$ cat src/rtl/eqed_inject_if.sv
// Bus bundle between an E-QED injection controller and whatever drives it.
// The driver (bench or test sequencer) uses the master view. The controller
// uses the slave view.
// WIN_W and CNT_W are passed in by the instantiator. They must match the
// controller's $clog2(WINDOW+1) and inj_count width.
interface eqed_inject_if #(
  parameter int NUM_FF = 8,
  parameter int SEL_W  = 4,
  parameter int MISR_W = 6,
  parameter int IN_W   = 2,
  parameter int OUT_W  = 3,
  parameter int WIN_W  = 3,
  parameter int CNT_W  = 1
);

  logic              start;
  logic              inj_req;
  logic [SEL_W-1:0]  inj_sel;
  logic [IN_W-1:0]   in_data;
  logic [OUT_W-1:0]  out_data;
  logic [MISR_W-1:0] exp_in_sig;
  logic [MISR_W-1:0] exp_out_sig;
  logic [NUM_FF-1:0] flip;
  logic [MISR_W-1:0] in_sig;
  logic [MISR_W-1:0] out_sig;
  logic              busy;
  logic              done;
  logic              match;
  logic [CNT_W-1:0]  inj_count;
  logic [WIN_W-1:0]  win_cnt;

  modport master (
    output start, inj_req, inj_sel, in_data, out_data, exp_in_sig, exp_out_sig,
    input  flip, in_sig, out_sig, busy, done, match, inj_count, win_cnt
  );

  modport slave (
    input  start, inj_req, inj_sel, in_data, out_data, exp_in_sig, exp_out_sig,
    output flip, in_sig, out_sig, busy, done, match, inj_count, win_cnt
  );

endinterface

$ cat src/rtl/eqed_inject_ctrl.sv
// E-QED fault-injection and signature-capture controller.
//
// The controller drives one-hot bit-flip selects into NUM_FF inverting muxes
// that sit ahead of the checked module's flip-flops. Over a WINDOW-cycle run,
// it compacts the module's input and output streams into two MISRs. At the
// end of the run it compares both signatures against the expected values.
//
// Build option EQED_MULTI_INJECT_EN:
//   - Defined: up to MAX_INJ flips per run, at most one per cycle.
//   - Undefined: exactly one flip per run, and inj_count is one bit wide.
module eqed_inject_ctrl #(
  parameter int                NUM_FF  = 8,
  parameter int                SEL_W   = 4,
  parameter int                MISR_W  = 6,
  parameter int                IN_W    = 2,
  parameter int                OUT_W   = 3,
  parameter logic [MISR_W-1:0] POLY    = 6'h03,
  parameter logic [MISR_W-1:0] SEED    = 6'h01,
  parameter int                WINDOW  = 5,
  parameter int                MAX_INJ = 1
) (
  input  logic         clk,
  input  logic         rst,
  eqed_inject_if.slave bus
);

`ifdef EQED_MULTI_INJECT_EN
  localparam int LIMIT = MAX_INJ;
  localparam int CNT_W = (MAX_INJ < 1) ? 1 : $clog2(MAX_INJ + 1);
`else
  // Single-flip build: the limit is pinned at one whatever MAX_INJ says.
  localparam int LIMIT = (MAX_INJ != 1) ? 1 : MAX_INJ;
  localparam int CNT_W = 1;
`endif

  localparam int WIN_W = $clog2(WINDOW + 1);

  localparam logic [CNT_W-1:0] LIMIT_C = CNT_W'(LIMIT);
  localparam logic [WIN_W-1:0] LAST_C  = WIN_W'(WINDOW - 1);

  typedef enum logic [1:0] {
    IDLE = 2'd0,
    RUN  = 2'd1,
    DONE = 2'd2
  } state_t;

  // One MISR compression step: shift left, fold the tapped feedback back in
  // when the MSB falls off, then xor in the (zero-extended) new data word.
  function automatic logic [MISR_W-1:0] misr_step(input logic [MISR_W-1:0] m,
                                                  input logic [MISR_W-1:0] d);
    return {m[MISR_W-2:0], 1'b0} ^ (m[MISR_W-1] ? POLY : '0) ^ d;
  endfunction

  // Injection counter increment that never passes the per-run limit.
  function automatic logic [CNT_W-1:0] cnt_inc(input logic [CNT_W-1:0] c);
    return (c >= LIMIT_C) ? c : c + 1'b1;
  endfunction

  state_t            state_q;
  logic [MISR_W-1:0] in_sig_q;
  logic [MISR_W-1:0] out_sig_q;
  logic [MISR_W-1:0] in_sig_d;
  logic [MISR_W-1:0] out_sig_d;
  logic [WIN_W-1:0]  win_cnt_q;
  logic [CNT_W-1:0]  inj_count_q;
  logic              busy_q;
  logic              done_q;
  logic              match_q;
  logic              inj_ok;
  logic [NUM_FF-1:0] flip_w;

  // Next MISR values, used both for the RUN update and the final compare.
  always_comb begin
    in_sig_d  = misr_step(in_sig_q,  MISR_W'(bus.in_data));
    out_sig_d = misr_step(out_sig_q, MISR_W'(bus.out_data));
  end

  // Zero-latency one-hot flip decode. An out-of-range select matches no bit,
  // so it produces no flip.
  always_comb begin
    flip_w = '0;
    inj_ok = (state_q == RUN) && bus.inj_req && (inj_count_q < LIMIT_C);
    for (int i = 0; i < NUM_FF; i++) begin
      if (inj_ok && (bus.inj_sel == SEL_W'(i))) begin
        flip_w[i] = 1'b1;
      end
    end
  end

  // Run FSM: seeds the MISRs on start, compacts for WINDOW cycles, then
  // latches the signature compare result and holds until the next start.
  always_ff @(posedge clk) begin
    if (rst) begin
      state_q     <= IDLE;
      in_sig_q    <= SEED;
      out_sig_q   <= SEED;
      win_cnt_q   <= '0;
      inj_count_q <= '0;
      busy_q      <= 1'b0;
      done_q      <= 1'b0;
      match_q     <= 1'b0;
    end else begin
      case (state_q)
        IDLE, DONE: begin
          if (bus.start) begin
            state_q     <= RUN;
            in_sig_q    <= SEED;
            out_sig_q   <= SEED;
            win_cnt_q   <= '0;
            inj_count_q <= '0;
            match_q     <= 1'b0;
            busy_q      <= 1'b1;
            done_q      <= 1'b0;
          end
        end
        RUN: begin
          in_sig_q  <= in_sig_d;
          out_sig_q <= out_sig_d;
          win_cnt_q <= win_cnt_q + 1'b1;
          if (|flip_w) begin
            inj_count_q <= cnt_inc(inj_count_q);
          end
          if (win_cnt_q == LAST_C) begin
            state_q <= DONE;
            busy_q  <= 1'b0;
            done_q  <= 1'b1;
            match_q <= (in_sig_d == bus.exp_in_sig) && (out_sig_d == bus.exp_out_sig);
          end
        end
        default: begin
          state_q <= IDLE;
          busy_q  <= 1'b0;
          done_q  <= 1'b0;
        end
      endcase
    end
  end

  assign bus.flip      = flip_w;
  assign bus.in_sig    = in_sig_q;
  assign bus.out_sig   = out_sig_q;
  assign bus.busy      = busy_q;
  assign bus.done      = done_q;
  assign bus.match     = match_q;
  assign bus.inj_count = inj_count_q;
  assign bus.win_cnt   = win_cnt_q;

endmodule

$ cat src/flat_wrapper.sv
// flat-port wrapper written by rule: the top's interface ports become plain ports
module eqed_inject_ctrl_flat 
#(
  parameter int                NUM_FF  = 8,
  parameter int                SEL_W   = 4,
  parameter int                MISR_W  = 6,
  parameter int                IN_W    = 2,
  parameter int                OUT_W   = 3,
  parameter logic [MISR_W-1:0] POLY    = 6'h03,
  parameter logic [MISR_W-1:0] SEED    = 6'h01,
  parameter int                WINDOW  = 5,
  parameter int                MAX_INJ = 1
)
  (clk, rst, bus_start, bus_inj_req, bus_inj_sel, bus_in_data, bus_out_data, bus_exp_in_sig, bus_exp_out_sig, bus_flip, bus_in_sig, bus_out_sig, bus_busy, bus_done, bus_match, bus_inj_count, bus_win_cnt);
  eqed_inject_if #(.NUM_FF(NUM_FF), .SEL_W(SEL_W), .MISR_W(MISR_W), .IN_W(IN_W), .OUT_W(OUT_W), .WIN_W(($clog2(WINDOW + 1))), .CNT_W((1))) bus_i ();
  input  logic clk;
  input  logic rst;
  input wire logic [$bits(bus_i.start)-1:0] bus_start;
  input wire logic [$bits(bus_i.inj_req)-1:0] bus_inj_req;
  input wire logic [$bits(bus_i.inj_sel)-1:0] bus_inj_sel;
  input wire logic [$bits(bus_i.in_data)-1:0] bus_in_data;
  input wire logic [$bits(bus_i.out_data)-1:0] bus_out_data;
  input wire logic [$bits(bus_i.exp_in_sig)-1:0] bus_exp_in_sig;
  input wire logic [$bits(bus_i.exp_out_sig)-1:0] bus_exp_out_sig;
  output wire logic [$bits(bus_i.flip)-1:0] bus_flip;
  output wire logic [$bits(bus_i.in_sig)-1:0] bus_in_sig;
  output wire logic [$bits(bus_i.out_sig)-1:0] bus_out_sig;
  output wire logic [$bits(bus_i.busy)-1:0] bus_busy;
  output wire logic [$bits(bus_i.done)-1:0] bus_done;
  output wire logic [$bits(bus_i.match)-1:0] bus_match;
  output wire logic [$bits(bus_i.inj_count)-1:0] bus_inj_count;
  output wire logic [$bits(bus_i.win_cnt)-1:0] bus_win_cnt;
  assign bus_i.start = bus_start;
  assign bus_i.inj_req = bus_inj_req;
  assign bus_i.inj_sel = bus_inj_sel;
  assign bus_i.in_data = bus_in_data;
  assign bus_i.out_data = bus_out_data;
  assign bus_i.exp_in_sig = bus_exp_in_sig;
  assign bus_i.exp_out_sig = bus_exp_out_sig;
  assign bus_flip = bus_i.flip;
  assign bus_in_sig = bus_i.in_sig;
  assign bus_out_sig = bus_i.out_sig;
  assign bus_busy = bus_i.busy;
  assign bus_done = bus_i.done;
  assign bus_match = bus_i.match;
  assign bus_inj_count = bus_i.inj_count;
  assign bus_win_cnt = bus_i.win_cnt;
  eqed_inject_ctrl #(.NUM_FF(NUM_FF), .SEL_W(SEL_W), .MISR_W(MISR_W), .IN_W(IN_W), .OUT_W(OUT_W), .POLY(POLY), .SEED(SEED), .WINDOW(WINDOW), .MAX_INJ(MAX_INJ)) u_core (.clk(clk), .rst(rst), .bus(bus_i));
endmodule
$ cat config.mk
export PLATFORM = sky130hd
export DESIGN_NAME = eqed_inject_ctrl_flat
export DESIGN_NICKNAME = d
export VERILOG_FILES = /design/src/rtl/eqed_inject_if.sv /design/src/rtl/eqed_inject_ctrl.sv /design/src/flat_wrapper.sv
export SDC_FILE = /design/constraint.sdc
export NUM_CORES = 1
export LEC_CHECK = 0
export CORE_ASPECT_RATIO = 0.7
export CORE_MARGIN = 3
export CORE_UTILIZATION = 30
export CTS_CLUSTER_DIAMETER = 80
export CTS_CLUSTER_SIZE = 10
export DETAILED_ROUTE_END_ITERATION = 7
export PLACE_DENSITY = 0.71
export SLEW_MARGIN = 20
export SYNTH_ARGS = -nofsm -noshare
export SYNTH_HDL_FRONTEND = slang
export SYNTH_SLANG_ARGS = --single-unit
$ cat constraint.sdc
create_clock -name clk -period 1.8 [get_ports clk]
set_input_delay 0.36 -clock clk [delete_from_list [all_inputs] [get_ports clk]]
set_output_delay 0.36 -clock clk [all_outputs]
set_load 0.02 [all_outputs]
==> results of run 1 <==
==> stage by stage <==
| step | utilization | setup slack (ps) | power [mW] | instance area, um2 |
|---|---|---|---|---|
| detailed placement | 0.5445 | -590.4 | 0.7662 | 1807 |
| floorplan | - | 14.53 | 0.6195 | 1125 |
| finish | 0.5690 | -10.56 | 1.073 | 1888 |
| global route | 0.5690 | -78.57 | 1.122 | 1888 |
| global placement | 0.5445 | -584.6 | 0.7606 | 1807 |
| CTS | 0.5592 | -29.27 | 1.075 | 1856 |
==> sequential cells by signal (all words and copies together) (netlist names) <==
signal                count
u_core.state_q            2
u_core.bus.busy           1
u_core.bus.win_cnt        3
u_core.bus.match          1
u_core.bus.out_sig        6
u_core.bus.done           1
u_core.bus.in_sig         6
u_core.bus.inj_count      1
==> worst max-delay path by stage <==
stage	slack [ps]	to
after floorplan	10	bus_flip[0]
after global placement	-580	bus_flip[4]
after detailed placement	-590	bus_flip[1]
after CTS	-30	bus_flip[1]
after global routing	-80	bus_flip[2]
final	-10	bus_flip[0]
==> layout make-up <==
cell class,instances,share of cell area
clock buffers,3,0.02187
well taps,47,0.03115
repair buffers,70,0.3353
clock inverters,1,0.002651
multi-input cells,102,0.3810
flip-flops and latches,21,0.2240
inverters,2,0.003976
==> routing by layer <==
metal / track usage / share of wire
met5: 0 / 0
met4: 0.02993 / 0.017
met3: 0.05929 / 0.067
met2: 0.2659 / 0.48
met1: 0.1762 / 0.44
==> synth_stat cells <==
cell type / n / area [um2]
ha_1: 2 / 25.02
nor4_1: 2 / 12.51
nor3b_1: 2 / 15.01
o211ai_1: 1 / 7.510
o21a_1: 1 / 7.510
o21ai_0: 1 / 5.000
o21ba_2: 1 / 10.01
a21oi_1: 12 / 60.06
xnor3_2: 1 / 23.77
nor3_1: 7 / 35.03
nand2b_1: 3 / 18.77
nand4_1: 2 / 12.51
xor2_1: 7 / 61.31
xnor3_1: 1 / 22.52
xnor2_1: 10 / 87.58
nand4b_1: 1 / 8.760
clkbuf_1: 3 / 11.26
and2_1: 1 / 6.260
nor2_1: 14 / 52.55
o21ai_1: 1 / 5.000
nand3_1: 2 / 10.01
nand2_1: 20 / 75.07
nor2b_1: 2 / 12.51
nand3b_1: 1 / 7.510
o21bai_1: 1 / 7.510
inv_1: 2 / 7.510
nor2_8: 1 / 20.02
a22oi_1: 3 / 22.52
dfxtp_1: 21 / 420.4
buf_1: 1 / 3.750
a21o_1: 1 / 7.510
or4b_1: 1 / 10.01
==> cells by family after synthesis <==
kind of cell / share of synthesized area
XOR/XNOR: 0.1787
buffers and inverters: 0.02062
flip-flops: 0.3849
AO/OA/AOI/OAI: 0.1214
AND/OR/NAND/NOR: 0.2715
adder cells (fa/ha/maj): 0.02291
==> cells in the final DEF (no fill, tap or decap), types with 7 or more instances in the layout <==
| master | synthesis | layout |
|---|---|---|
| clkdlybuf4s50_1 | 0 | 40 |
| buf_4 | 0 | 26 |
| nand2_1 | 20 | 19 |
| dfxtp_1 | 21 | 19 |
| nor2_1 | 14 | 14 |
| a21oi_1 | 12 | 12 |
| xnor2_1 | 10 | 10 |
| xor2_1 | 7 | 7 |
==> worst min-delay path, delay by kind of cell, from the launching register on <==
family             cells  cell delay, ps
DFF                    1             320
AOI/OAI and AO/OA      1              70
and+or+nand+nor        1              70
==> power by group through the flow <==
stage,clock network [mW],logic [mW],registers [mW]
2_1_floorplan,0,0.100,0.519
3_3_place_gp,0,0.257,0.504
3_5_place_dp,0,0.262,0.504
4_1_cts,0.313,0.267,0.495
5_1_grt,0.332,0.292,0.498
6_report,0.307,0.271,0.495
==> repair_timing <==
item | 4_1_cts | 5_1_grt
endpoints found under the setup margin | 8 | 8
gates resized for setup | 46 | 9
setup buffers | 2 | 0
pin swaps | 2 | 1
hold endpoints to repair | 0 | 0
==> impl_metrics.env, run 1 <==
export IMPL_r2r_start="u_core.bus.out_sig[0]"
export IMPL_initial_utilization=0.3292
export IMPL_synth_cell_types=32
export IMPL_final_antenna_net_count=0
export IMPL_hp_start="u_core.bus.match"
export IMPL_cpMostUsedCell="buf_4"
export IMPL_nNetsFinal=227
export IMPL_die_height_um=56.49
export IMPL_violations="setup timing"
export IMPL_dp_cells=240
export IMPL_drt_iter0_markers=58
export IMPL_cp_buffers_inverters=2
export IMPL_syn_cell_area_mm2=0.001092
export IMPL_min_path_cells=2
export IMPL_coreArea_mm2=0.003318
export IMPL_cp_cell_sequence="nand2b_4, nor3b_2, buf_4, nand2b_1, nor4_2, buf_4"
export IMPL_final_period_utilization=1.006
export IMPL_layout_setup_ws_ps=-10.56
export IMPL_rows=17
export IMPL_min_to="u_core.bus.match"
export IMPL_grt_ovfl_total=0
export IMPL_syn_num_nets=156
export IMPL_fin_setup_tns_ps=-10.56
export IMPL_routabilityCongestion=0.7532
export IMPL_cts_root_buf="clkbuf_8"
export IMPL_fin_skew_ps=4.202
export IMPL_worstMarginPinSlew_ps=337.2
export IMPL_r2r_cells=4
export IMPL_pwr_share_seq=0.462
export IMPL_portBuffers=51
export IMPL_rsz0062_at_grt="yes"
export IMPL_hold_viol=0
export IMPL_grt_pass1_wl_um=5395
export IMPL_p_per_area_mw_per_mm2=568.4
export IMPL_vias=1148
export IMPL_dp_hpwl_um=2589
export IMPL_leakagePower_nw=0.7503
export IMPL_synthCells=129
export IMPL_crit_required_ps=1440
export IMPL_viasPerCell=4.667
export IMPL_relSlewSlack=0.7744
export IMPL_layout_min_cycle_time_ps=1811
export IMPL_p_sw_mw=0.2937
export IMPL_arrival_ps=1450
export IMPL_cts_buffers=3
export IMPL_clk_latency_ps=260
export IMPL_drc=0
export IMPL_yosys_warnings=0
export IMPL_clock_sinks=21
export IMPL_crit_start="u_core.state_q[1]"
export IMPL_grt_max_degree=20
export IMPL_die_w_um=78.12
export IMPL_clk_pin_slew_worst_paths_ps=80
export IMPL_rrSetupSlack_ps=140
export IMPL_ir_drop_mv=0.3751
export IMPL_syn_area_per_cell_um2=8.467
export IMPL_slew_violations=0
export IMPL_synthToLayoutAreaGrowth_pct=72.85
export IMPL_switching_share=0.2737
export IMPL_hp_class="register to register"
export IMPL_intPower_mw=0.7795
export IMPL_cp_max_fo=4
export IMPL_finalWirelength_um=3402
export IMPL_r2r_end="u_core.bus.match"
export IMPL_n_antenna_cell=0
export IMPL_tritoncts="built"
export IMPL_finalNonFillerCells=246
export IMPL_status="finished, violations left"
export IMPL_max_freq_mhz=552.3
export IMPL_clkPwrFrac=0.286
export IMPL_drtPass1Iterations=4
export IMPL_combPwrFrac=0.252
export IMPL_synth_ff_latch_count=21
export IMPL_crit_path_end_kind="output port"
export IMPL_n_fill_cell=312
export IMPL_seqCellArea_um2=422.9
export IMPL_drt_wirelength_per_cell_um=13.83
export IMPL_cp_depth=6
export IMPL_whs_ps=493.2
export IMPL_multi_input_area_um2=719.4
export IMPL_crit_slowest_cell="dfxtp_2"
export IMPL_slowest_delay_ps=330
export IMPL_grt_pass1_vias=1194
export IMPL_die_area_mm2=0.004413
export IMPL_postCtsHoldBufs=0
export IMPL_antenna_found_initial=0
export IMPL_ys_seq_area_frac=0.3849
export IMPL_io_pin_count=52
export IMPL_htree_levels=1
export IMPL_max_cap_viol_count=0
export IMPL_drive_gt1_frac=0.2312
export IMPL_setup_viol=1
export IMPL_cp_start_kind="register"
export IMPL_cts_path_max_buffers=2
export IMPL_critical_path_class="register to output port"
export IMPL_cp_top_family="simple AND/OR/NAND/NOR gates"
export IMPL_grt_util_all_layers=0.1518
No activity file was read; power rests on OpenSTA's default activity.
==> run 2: changes to the inputs <==
--- a/config.mk
+++ b/config.mk
@@ -11,7 +11,7 @@
 export CTS_CLUSTER_DIAMETER = 80
 export CTS_CLUSTER_SIZE = 10
 export DETAILED_ROUTE_END_ITERATION = 7
-export PLACE_DENSITY = 0.71
+export PLACE_DENSITY = 0.73
 export SLEW_MARGIN = 20
 export SYNTH_ARGS = -nofsm -noshare
 export SYNTH_HDL_FRONTEND = slang
==> constraint.sdc (replaced) <==
create_clock -name clk -period 1.6 [get_ports clk]
set_input_delay 0.32 -clock clk [delete_from_list [all_inputs] [get_ports clk]]
set_output_delay 0.32 -clock clk [all_outputs]
set_load 0.02 [all_outputs]
==> run 2 against run 1 <==
Compared with the run above:
- the flow still finishes with violations (setup timing)
- setup slack got worse by 250 ps
- power is 17% higher
- highest routed layer unchanged
- hold slack got worse by 18 ps
- final cell count rose by 3.7%
- global-route usage rose by 1.6 points
- cell area up 8.4%
- register-to-register slack got worse by 100 ps
- die area unchanged
- sequential cell count unchanged
- clock skew barely moved
- sequential power increased by 12%
==> impl_metrics.env, run 2 (synthesized netlist as in run 1, its figures left out) <==
export IMPL_status="finished, violations left"
export IMPL_violations="setup timing"
export IMPL_tritoncts="built"
export IMPL_nNetsFinal=236
export IMPL_synthToLayoutAreaGrowth_pct=87.40
export IMPL_htree_levels=1
export IMPL_max_cap_viol_count=0
export IMPL_combPwrFrac=0.283
export IMPL_clk_latency_ps=260
export IMPL_layout_setup_ws_ps=-264.6
export IMPL_cp_start_kind="register"
export IMPL_hp_start="u_core.bus.done"
export IMPL_rsz0062_at_grt="yes"
export IMPL_arrival_ps=1540
export IMPL_max_freq_mhz=536.3
export IMPL_ir_drop_mv=0.4724
export IMPL_leakagePower_nw=0.9076
export IMPL_drive_gt1_frac=0.3317
export IMPL_p_sw_mw=0.3563
export IMPL_grt_max_degree=20
export IMPL_slew_violations=0
export IMPL_rows=17
export IMPL_grt_ovfl_total=0
export IMPL_cp_max_fo=3
export IMPL_drt_iter0_markers=45
export IMPL_r2r_start="u_core.bus.out_sig[5]"
export IMPL_grt_pass1_vias=1212
export IMPL_cts_root_buf="clkbuf_8"
export IMPL_place_area_mm2=0.001877
export IMPL_switching_share=0.2828
export IMPL_crit_start="u_core.state_q[1]"
export IMPL_grt_util_all_layers=0.1679
export IMPL_final_common_cell="buf_4"
export IMPL_hold_viol=0
export IMPL_drt_wirelength_per_cell_um=14.14
export IMPL_intPower_mw=0.9034
export IMPL_dp_hpwl_um=2761
export IMPL_grt_pass1_wl_um=5920
export IMPL_die_w_um=78.12
export IMPL_portBuffers=51
export IMPL_clk_pin_slew_worst_paths_ps=70
export IMPL_fin_skew_ps=4.504
export IMPL_vias=1195
export IMPL_n_antenna_cell=0
export IMPL_pwr_share_seq=0.440
export IMPL_finalWirelength_um=3606
export IMPL_viasPerCell=4.686
export IMPL_drc=0
export IMPL_finalNonFillerCells=255
export IMPL_crit_required_ps=1280
export IMPL_layout_common_cells="32 x buf_4, 27 x clkdlybuf4s50_1, 19 x nand2_1, 15 x dfxtp_1, 14 x dlygate4sd2_1"
export IMPL_clkPwrFrac=0.276
export IMPL_die_area_mm2=0.004413
export IMPL_dp_cells=244
export IMPL_cts_buffers=3
export IMPL_routabilityCongestion=0.7950
export IMPL_worstMarginPinSlew_ps=328.9
export IMPL_critical_path_class="register to output port"
export IMPL_crit_path_end_kind="output port"
export IMPL_whs_ps=475.5
export IMPL_hp_class="register to register"
export IMPL_cts_path_max_buffers=2
export IMPL_setup_viol=8
export IMPL_relSlewSlack=0.7800
export IMPL_clock_sinks=21
export IMPL_p_per_area_mw_per_mm2=615.4
export IMPL_final_antenna_net_count=0
export IMPL_final_area_mm2=0.002047
export IMPL_io_pin_count=52
export IMPL_final_period_utilization=1.165
export IMPL_layout_min_cycle_time_ps=1865
export IMPL_die_height_um=56.49
export IMPL_antenna_found_initial=0
export IMPL_drtPass1Iterations=4
export IMPL_initial_utilization=0.3292
export IMPL_coreArea_mm2=0.003318
-- run 2: cell types whose count changed in the layout (fill, tap and decap cells not counted), moves of 2 or more --
cell	delta
dfxtp_1	-4
inv_1	-2
xnor2_2	+2
dfxtp_2	+3
dlymetal6s2s_1	+2
buf_6	+3
clkdlybuf4s50_1	-13
dlygate4sd2_1	+11
buf_4	+6
xnor2_1	-2
-- run 2: final cells by class --
type	instances	area [um2]
Clock buffer	3	41.29
Clock inverter	1	5.005
Fill cell	292	1271
Inverter	2	10.01
Multi-Input combinational cell	102	798.3
Sequential cell	21	430.4
Tap cell	47	58.81
Timing Repair Buffer	79	703.2
-- run 2: per-layer routing --
metal | vias up | routed length [um] | GRT usage
met5 | - | 0 | 0
met4 | 0 | 28 | 0.04239
met3 | 5 | 239 | 0.04808
met2 | 36 | 1724 | 0.2707
met1 | 556 | 1613 | 0.2209
li1 | 598 | - | -
-- run 2: path summary, 6_finish.rpt --
check	slack, ps	end	depth (start not counted)
worst max-delay path	-260	bus_flip[5]	7
worst min register to register	480	u_core.bus.done	2
worst max register to register	40	u_core.bus.match	4
worst min-delay path	480	u_core.bus.done	2
-- run 2: power groups by stage --
| stage | combinational (mW) | sequential (mW) | clock [mW] |
|---|---|---|---|
| 2_1_floorplan | 0.117 | 0.585 | 0 |
| 3_3_place_gp | 0.311 | 0.565 | 0 |
| 3_5_place_dp | 0.320 | 0.566 | 0 |
| 4_1_cts | 0.338 | 0.555 | 0.366 |
| 5_1_grt | 0.386 | 0.558 | 0.388 |
| 6_report | 0.357 | 0.555 | 0.348 |
-- run 2: repair_timing --
item	4_1_cts	5_1_grt
resized for setup	66	15
setup buffers	5	3
hold buffers	0	0
pin swaps	8	8
endpoints found under the setup margin	21	12
-- run 2: worst max-delay path: stages, from the launching register on --
cell and delay [ps]:
dfxtp_2 320, nand2b_4 150, nor3b_4 210, buf_6 160, buf_6 100, nand3_4 80, nor3_2 120, buf_4 160
-- run 2: through the flow --
| step | TNS [ps] | utilization | worst slack (ps) | power [mW] |
|---|---|---|---|---|
| 2_1_floorplan | 0 | - | 11.15 | 0.7020 |
| 3_5_place_dp | -7570 | 0.5656 | -828.9 | 0.8854 |
| 4_1_cts | -1566 | 0.5965 | -277.5 | 1.259 |
| 6_report | -1753 | 0.6169 | -264.6 | 1.260 |
| 3_3_place_gp | -6781 | 0.5656 | -717.0 | 0.8758 |
| 5_1_grt | -2634 | 0.6169 | -375.7 | 1.331 |
